<file path="config.mk">
export PLATFORM = sky130hd
export DESIGN_NAME = pc_fetch_ctrl_flat
export DESIGN_NICKNAME = d
export VERILOG_FILES = /design/src/rtl/pc_pkg.sv /design/src/rtl/pc_fetch_ctrl_if.sv /design/src/rtl/pc_next_sel.sv /design/src/rtl/pc_fetch_ctrl.sv /design/src/flat_wrapper.sv
export SDC_FILE = /design/constraint.sdc
export NUM_CORES = 1
export LEC_CHECK = 0
export CORE_MARGIN = 4
export CORE_UTILIZATION = 41
export DETAILED_ROUTE_END_ITERATION = 8
export PLACE_DENSITY = 0.78
export SLEW_MARGIN = 10
export SYNTH_ARGS = -nofsm -noshare
export SYNTH_HDL_FRONTEND = slang
export SYNTH_SLANG_ARGS = --single-unit
</file>
<file path="constraint.sdc">
create_clock -name clk -period 3.8 [get_ports clk]
set_input_delay 1.14 -clock clk [delete_from_list [all_inputs] [get_ports clk]]
set_output_delay 1.14 -clock clk [all_outputs]
set_load 0.005 [all_outputs]
</file>
<file path="src/rtl/pc_pkg.sv">
// pc_pkg: shared types and constants for the program-counter fetch controller.
//   pc_op_e    : PC update operation driven by execute (codes 5-7 reserved).
//   pc_state_e : fetch controller state.
//   ILEN_16/32 : byte increments for compressed / full-width instructions.
//   is_misaligned : alignment rule for a fetch target.
package pc_pkg;

  typedef enum logic [2:0] {
    PC_NEXT   = 3'd0,
    PC_JAL    = 3'd1,
    PC_JALR   = 3'd2,
    PC_BRANCH = 3'd3,
    PC_HOLD   = 3'd4
  } pc_op_e;

  typedef enum logic [1:0] {
    BOOT = 2'd0,
    REQ  = 2'd1,
    EXEC = 2'd2,
    HALT = 2'd3
  } pc_state_e;

  localparam int unsigned ILEN_16 = 2;
  localparam int unsigned ILEN_32 = 4;

  // With compressed support only halfword alignment is required,
  // otherwise the target must sit on a word boundary.
  function automatic logic is_misaligned(input logic [1:0] low, input logic c_ext);
    return c_ext ? low[0] : low[1];
  endfunction

endpackage

</file>
<file path="src/rtl/pc_fetch_ctrl_if.sv">
// pc_fetch_ctrl_if: instruction-fetch request channel.
//   req_valid : fetch request valid (controller -> memory)
//   req_ready : memory accepts the request (memory -> controller)
//   data      : current PC, used as the request address (controller -> memory)
// master = fetch controller, slave = instruction memory port.
interface pc_fetch_ctrl_if #(
  parameter int XLEN = 32
) ();

  logic            req_valid;
  logic            req_ready;
  logic [XLEN-1:0] data;

  modport master (
    output req_valid,
    output data,
    input  req_ready
  );

  modport slave (
    input  req_valid,
    input  data,
    output req_ready
  );

endinterface

</file>
<file path="src/rtl/pc_next_sel.sv">
// pc_next_sel: combinational next-PC selection.
//   op, br_taken, ilen_c   : operation controls from execute
//   pc                     : current architectural PC
//   dec_imm, alu_res       : immediate and JALR base target
//   branch                 : pc + dec_imm
//   ret                    : pc + instruction length (2 or 4)
//   target                 : selected next PC
//   misalign               : target violates instruction alignment
module pc_next_sel
  import pc_pkg::*;
#(
  parameter int XLEN  = 32,
  parameter int C_EXT = 0
) (
  input  logic [2:0]      op,
  input  logic            br_taken,
  input  logic            ilen_c,
  input  logic [XLEN-1:0] pc,
  input  logic [XLEN-1:0] dec_imm,
  input  logic [XLEN-1:0] alu_res,
  output logic [XLEN-1:0] branch,
  output logic [XLEN-1:0] ret,
  output logic [XLEN-1:0] target,
  output logic            misalign
);

  logic [XLEN-1:0] ilen;
  logic            unused_alu_lsb;

  // Compressed length only takes effect when the extension is built in.
  assign ilen   = ((C_EXT != 0) && ilen_c) ? XLEN'(ILEN_16) : XLEN'(ILEN_32);
  assign branch = pc + dec_imm;
  assign ret    = pc + ilen;

  // JALR drops bit 0 of the computed address.
  assign unused_alu_lsb = alu_res[0];

  always_comb begin
    target = ret;
    case (op)
      PC_NEXT:   target = ret;
      PC_JAL:    target = branch;
      PC_JALR:   target = {alu_res[XLEN-1:1], 1'b0};
      PC_BRANCH: target = br_taken ? branch : ret;
      PC_HOLD:   target = pc;
      default:   target = ret;  // reserved codes behave as sequential
    endcase
  end

  assign misalign = is_misaligned(target[1:0], C_EXT != 0);

endmodule

</file>
<file path="src/rtl/pc_fetch_ctrl.sv">
// pc_fetch_ctrl: architectural PC holder and fetch-request controller.
//   clk, rst        : clock, synchronous active-high reset
//   op, op_valid    : PC update from execute (accepted only in EXEC)
//   br_taken        : branch condition for PC_BRANCH
//   ilen_c          : current instruction is 16-bit (C_EXT builds only)
//   dec_imm         : decoded immediate
//   alu_res         : JALR target
//   flush/flush_addr: redirect request and target (any state)
//   fetch           : request channel (req_valid/req_ready/data)
//   branch, ret     : data + dec_imm, data + ilen (combinational)
//   misalign_err    : one-cycle pulse when a misaligned target is rejected
//   halted          : controller stopped after misalignment
//   retire_cnt      : count of accepted PC updates
module pc_fetch_ctrl
  import pc_pkg::*;
#(
  parameter int              XLEN         = 32,
  parameter logic [XLEN-1:0] RESET_VECTOR = '0,
  parameter int              C_EXT        = 0,
  parameter int              CNT_W        = 32
) (
  input  logic                clk,
  input  logic                rst,
  input  logic [2:0]          op,
  input  logic                op_valid,
  input  logic                br_taken,
  input  logic                ilen_c,
  input  logic [XLEN-1:0]     dec_imm,
  input  logic [XLEN-1:0]     alu_res,
  input  logic                flush,
  input  logic [XLEN-1:0]     flush_addr,
  pc_fetch_ctrl_if.master     fetch,
  output logic [XLEN-1:0]     branch,
  output logic [XLEN-1:0]     ret,
  output logic                misalign_err,
  output logic                halted,
  output logic [CNT_W-1:0]    retire_cnt
);

  // Reject a reset vector the fetch path could never issue.
  localparam logic RV_BAD = (C_EXT != 0) ? RESET_VECTOR[0]
                                         : (RESET_VECTOR[1] | RESET_VECTOR[0]);
  if (RV_BAD) begin : g_rv_check
    $error("pc_fetch_ctrl: RESET_VECTOR is not instruction-aligned");
  end

  pc_state_e       state_q, state_d;
  logic [XLEN-1:0] pc_q, pc_d;
  logic [CNT_W-1:0] cnt_q, cnt_d;
  logic            err_q, err_d;

  logic [XLEN-1:0] target;
  logic            misalign;
  logic [XLEN-1:0] flush_target;
  logic            unused_flush_lsb;

  pc_next_sel #(
    .XLEN  (XLEN),
    .C_EXT (C_EXT)
  ) u_next_sel (
    .op       (op),
    .br_taken (br_taken),
    .ilen_c   (ilen_c),
    .pc       (pc_q),
    .dec_imm  (dec_imm),
    .alu_res  (alu_res),
    .branch   (branch),
    .ret      (ret),
    .target   (target),
    .misalign (misalign)
  );

  // Redirect targets are silently realigned rather than faulted.
  assign flush_target     = {flush_addr[XLEN-1:2],
                             (C_EXT != 0) ? flush_addr[1] : 1'b0,
                             1'b0};
  assign unused_flush_lsb = flush_addr[0];

  always_comb begin
    state_d = state_q;
    pc_d    = pc_q;
    cnt_d   = cnt_q;
    err_d   = 1'b0;
    if (flush) begin
      // Redirect overrides everything, including an op_valid in the same cycle.
      pc_d    = flush_target;
      state_d = REQ;
    end else begin
      case (state_q)
        BOOT: state_d = REQ;
        REQ: begin
          if (fetch.req_ready) state_d = EXEC;
        end
        EXEC: begin
          if (op_valid) begin
            if (misalign) begin
              err_d   = 1'b1;
              state_d = HALT;
            end else begin
              pc_d    = target;
              cnt_d   = cnt_q + CNT_W'(1);
              state_d = REQ;
            end
          end
        end
        HALT:    state_d = HALT;
        default: state_d = BOOT;
      endcase
    end
  end

  always_ff @(posedge clk) begin
    if (rst) begin
      state_q <= BOOT;
      pc_q    <= RESET_VECTOR;
      cnt_q   <= '0;
      err_q   <= 1'b0;
    end else begin
      state_q <= state_d;
      pc_q    <= pc_d;
      cnt_q   <= cnt_d;
      err_q   <= err_d;
    end
  end

  assign fetch.req_valid = (state_q == REQ);
  assign fetch.data      = pc_q;
  assign halted          = (state_q == HALT);
  assign misalign_err    = err_q;
  assign retire_cnt      = cnt_q;

endmodule

</file>
<file path="src/flat_wrapper.sv">
// flat-port wrapper written by rule: the top's interface ports become plain ports
module pc_fetch_ctrl_flat import pc_pkg::*;
#(
  parameter int              XLEN         = 32,
  parameter logic [XLEN-1:0] RESET_VECTOR = '0,
  parameter int              C_EXT        = 0,
  parameter int              CNT_W        = 32
)
  (clk, rst, op, op_valid, br_taken, ilen_c, dec_imm, alu_res, flush, flush_addr, branch, ret, misalign_err, halted, retire_cnt, fetch_req_valid, fetch_data, fetch_req_ready);
  pc_fetch_ctrl_if #(.XLEN(XLEN)) fetch_i ();
  input  logic clk;
  input  logic rst;
  input  logic [2:0] op;
  input  logic op_valid;
  input  logic br_taken;
  input  logic ilen_c;
  input  logic [XLEN-1:0] dec_imm;
  input  logic [XLEN-1:0] alu_res;
  input  logic flush;
  input  logic [XLEN-1:0] flush_addr;
  output logic [XLEN-1:0] branch;
  output logic [XLEN-1:0] ret;
  output logic misalign_err;
  output logic halted;
  output logic [CNT_W-1:0] retire_cnt;
  output wire logic [$bits(fetch_i.req_valid)-1:0] fetch_req_valid;
  output wire logic [$bits(fetch_i.data)-1:0] fetch_data;
  input wire logic [$bits(fetch_i.req_ready)-1:0] fetch_req_ready;
  assign fetch_req_valid = fetch_i.req_valid;
  assign fetch_data = fetch_i.data;
  assign fetch_i.req_ready = fetch_req_ready;
  pc_fetch_ctrl #(.XLEN(XLEN), .RESET_VECTOR(RESET_VECTOR), .C_EXT(C_EXT), .CNT_W(CNT_W)) u_core (.clk(clk), .rst(rst), .op(op), .op_valid(op_valid), .br_taken(br_taken), .ilen_c(ilen_c), .dec_imm(dec_imm), .alu_res(alu_res), .flush(flush), .flush_addr(flush_addr), .fetch(fetch_i), .branch(branch), .ret(ret), .misalign_err(misalign_err), .halted(halted), .retire_cnt(retire_cnt));
endmodule
</file>
==> flow_summary.ini <==
[status]
status = finished, violations left
failed_checks = design-rule violations, negative setup slack

[setup_path]
worstSetupPathType = in2out
crit_start = dec_imm[13]
rr_startpoint = u_core.fetch.data[2]
reg2reg_slack_ns = 0.56
required_ns = 2.66
rr_worst_depth = 10
slowest_stage = o211ai_1
cp_max_fo = 4
crit_chain = buf_2, ha_4, buf_4, nor2_2, o211ai_1, o211ai_1, o211ai_2, buf_4, and3_4, nor3_4, xnor2_2, buf_2
cp_slowest_stage_delay_ns = 0.38
rr_endpoint = u_core.fetch.data[21]
crit_arrival_ns = 3.63
critPathCapture = branch[30]
critPathLaunchType = primary input
endpoint_kind = output pin

[place]
gp_congestion = 1.017
placedInstanceArea_sq_um = 10070
io_buffer_count = 230
place_inst = 1349
preCtsSetupSlack_ns = -1.207
dpl.hpwl_mm = 21.61

[timing]
timing.final.ws_setup_ns = -0.9734
grt_setup_unrepaired = yes
layout_min_cycle_time_ns = 4.773
timing.hold.ws_ns = 0.5173
fin_crit_sh_pct = 125.6
maxSlewViolCount = 0
setup_viol = 29
fmax_ghz = 0.2095
timing.setup.tns_ns = -13.29
maxSlewHeadroom_pct = 35.84
worst_slew_pin_slew_ns = 0.9625
final-hold-violation-count = 0
finClkSkew_ns = 0.01385

[drt]
routed_wl_mm = 40.26
via_per_inst = 6.862
met1Wirelength_mm = 13.22
wl_per_cell_um = 28.01
ant_nets = 0
wl_met3_mm = 6.077
top_layer = met5
wl_met2_mm = 16.84
via_count = 9860
remaining_drc_errors = 47
drtPass1Iterations = 9
drt_iter0_markers = 1746

[global_routing]
grt_pass1_wl_mm = 50.85
antenna_found_initial = 1
grt_pass1_vias = 9386
grt_max_degree = 50
grt_usage_pct = 38.26
grt_overflow = 0

[finish]
drive_gt1_share_pct = 38.55
diodes = 0
final_cell_mix = buf_4 (216), clkdlybuf4s50_1 (163), nor2_1 (73)
area_delta_synth_final_pct = 93.96
fin_area_sq_um = 11940
final_common_cell = buf_4
nNetsFinal = 1387
final_cells = 1437
utilization_pct = 81.50
fillCellCount = 810

[pwr]
peakVddDrop_uv = 234.3
leakagePower_nw = 5.139
total_power_mw = 3.210
p_per_area_nw_per_um2 = 269.0

[clock_network]
cts_tree = built
clock-sinks = 66
clk_path_buf_depth = 2
cts_root_buf = clkbuf_16
numCtsBuffers = 9
cts_max_level = 3
clk_latency_ns = 0.35
clk_pin_slew_ns = 0.06

[logic_synthesis]
synthCells = 799
yosysWarnings = 0
ys_seq_area_share_pct = 21.47
ys_ff_latch = 66
synth_edf_count = 0
ys_async_sr_fraction_pct = 0
avgSynthCellArea_sq_um = 7.701
syn-cell-area_sq_um = 6153
ys_types = 78
synth_flop_cell = dfxtp_1

[run]
cap_violations = 0

[die]
die_h_um = 130.5
dieWidth_um = 130.5
rows = 44
start_util_pct = 42.02
ios = 237
die_area_sq_um = 17030
coreArea_sq_um = 14640

[hold_path]
min_path_type = reg2reg
routing by layer:
| layer | GRT usage [%] | up-vias |
|---|---|---|
| li1 | - | 3888 |
| met1 | 45.45 | 4489 |
| met2 | 61.12 | 1055 |
| met3 | 11.10 | 424 |
| met4 | 23.05 | 4 |
| met5 | 0 | - |
cells by family (layout without fill, tap and decap cells):
| group | count (synthesis) | in the layout | synth area share [%] |
|---|---|---|---|
| other cells | 1 | 2 | 0.06094 |
| mux | 4 | 4 | 0.6507 |
| compound gates | 245 | 245 | 28.83 |
| buf+inv | 72 | 525 | 5.165 |
| fa+ha+maj | 33 | 33 | 6.710 |
| simple gates | 291 | 291 | 24.36 |
| flops | 66 | 66 | 21.47 |
| xor+xnor | 87 | 87 | 12.75 |
cell usage after synthesis, drive strengths merged, types with 23 or more instances:
| master | n | share of area [%] |
|---|---|---|
| ha | 33 | 6.7 |
| a22oi | 25 | 3.1 |
| nand4 | 23 | 2.5 |
| a21oi | 44 | 3.6 |
| xnor2 | 50 | 7.5 |
| nand2 | 64 | 3.9 |
| dfxtp | 66 | 21 |
| xor2 | 37 | 5.3 |
| o21ai | 42 | 3.4 |
| inv | 24 | 1.5 |
| nand3 | 45 | 3.9 |
| nor2 | 77 | 4.7 |
| clkbuf | 28 | 1.7 |
flip-flops by register name, summed over array words and instances, names as in the netlist, named ones only:
register             cells
u_core.fetch.data       30
u_core.misalign_err      1
u_core.retire_cnt       32
u_core.state_q           2
worst max-delay path, delay by kind of cell:
family	cells	cell delay [ns]
xor gates and xnor gates	1	0.16
AOI/OAI and AO/OA	3	0.78
and+or+nand+nor	3	0.70
adders and majority gates	1	0.18
buffers and inverters	4	0.68
power by group:
group | switching [mW] | internal (mW) | leakage [nW]
clock network | 0.372 | 0.645 | 0.163
registers | 0.0266 | 0.710 | 0.539
logic | 0.732 | 0.725 | 4.44
how the worst min path moves through the flow:
stage	endpoint	depth (start not counted)	startpoint
6_report	u_core.retire_cnt[31]	2	u_core.retire_cnt[31]
3_5_place_dp	u_core.retire_cnt[31]	2	u_core.retire_cnt[31]
5_1_grt	u_core.retire_cnt[31]	2	u_core.retire_cnt[31]
2_1_floorplan	u_core.state_q[1]	2	u_core.state_q[1]
4_1_cts	u_core.retire_cnt[31]	2	u_core.retire_cnt[31]
3_3_place_gp	u_core.retire_cnt[31]	2	u_core.retire_cnt[31]
repair_timing:
item / 4_1_cts / 5_1_grt
setup endpoints to repair: 44 / 43
pin swaps: 117 / 68
gates resized for setup: 353 / 83
cloned: 1 / 0
hold buffers: 0 / 0
setup buffers: 59 / 27
final cells by class:
type | count | area (sq um) | area share [%]
inverters | 24 | 90.09 | 0.7548
clock buffers | 10 | 229.0 | 1.918
well taps | 184 | 230.2 | 1.929
repair buffers | 485 | 4230 | 35.44
clock inverters | 6 | 115.1 | 0.9645
multi-input cells | 662 | 5707 | 47.81
flip-flops and latches | 66 | 1334 | 11.18
No activity file was read; power rests on OpenSTA's default activity.
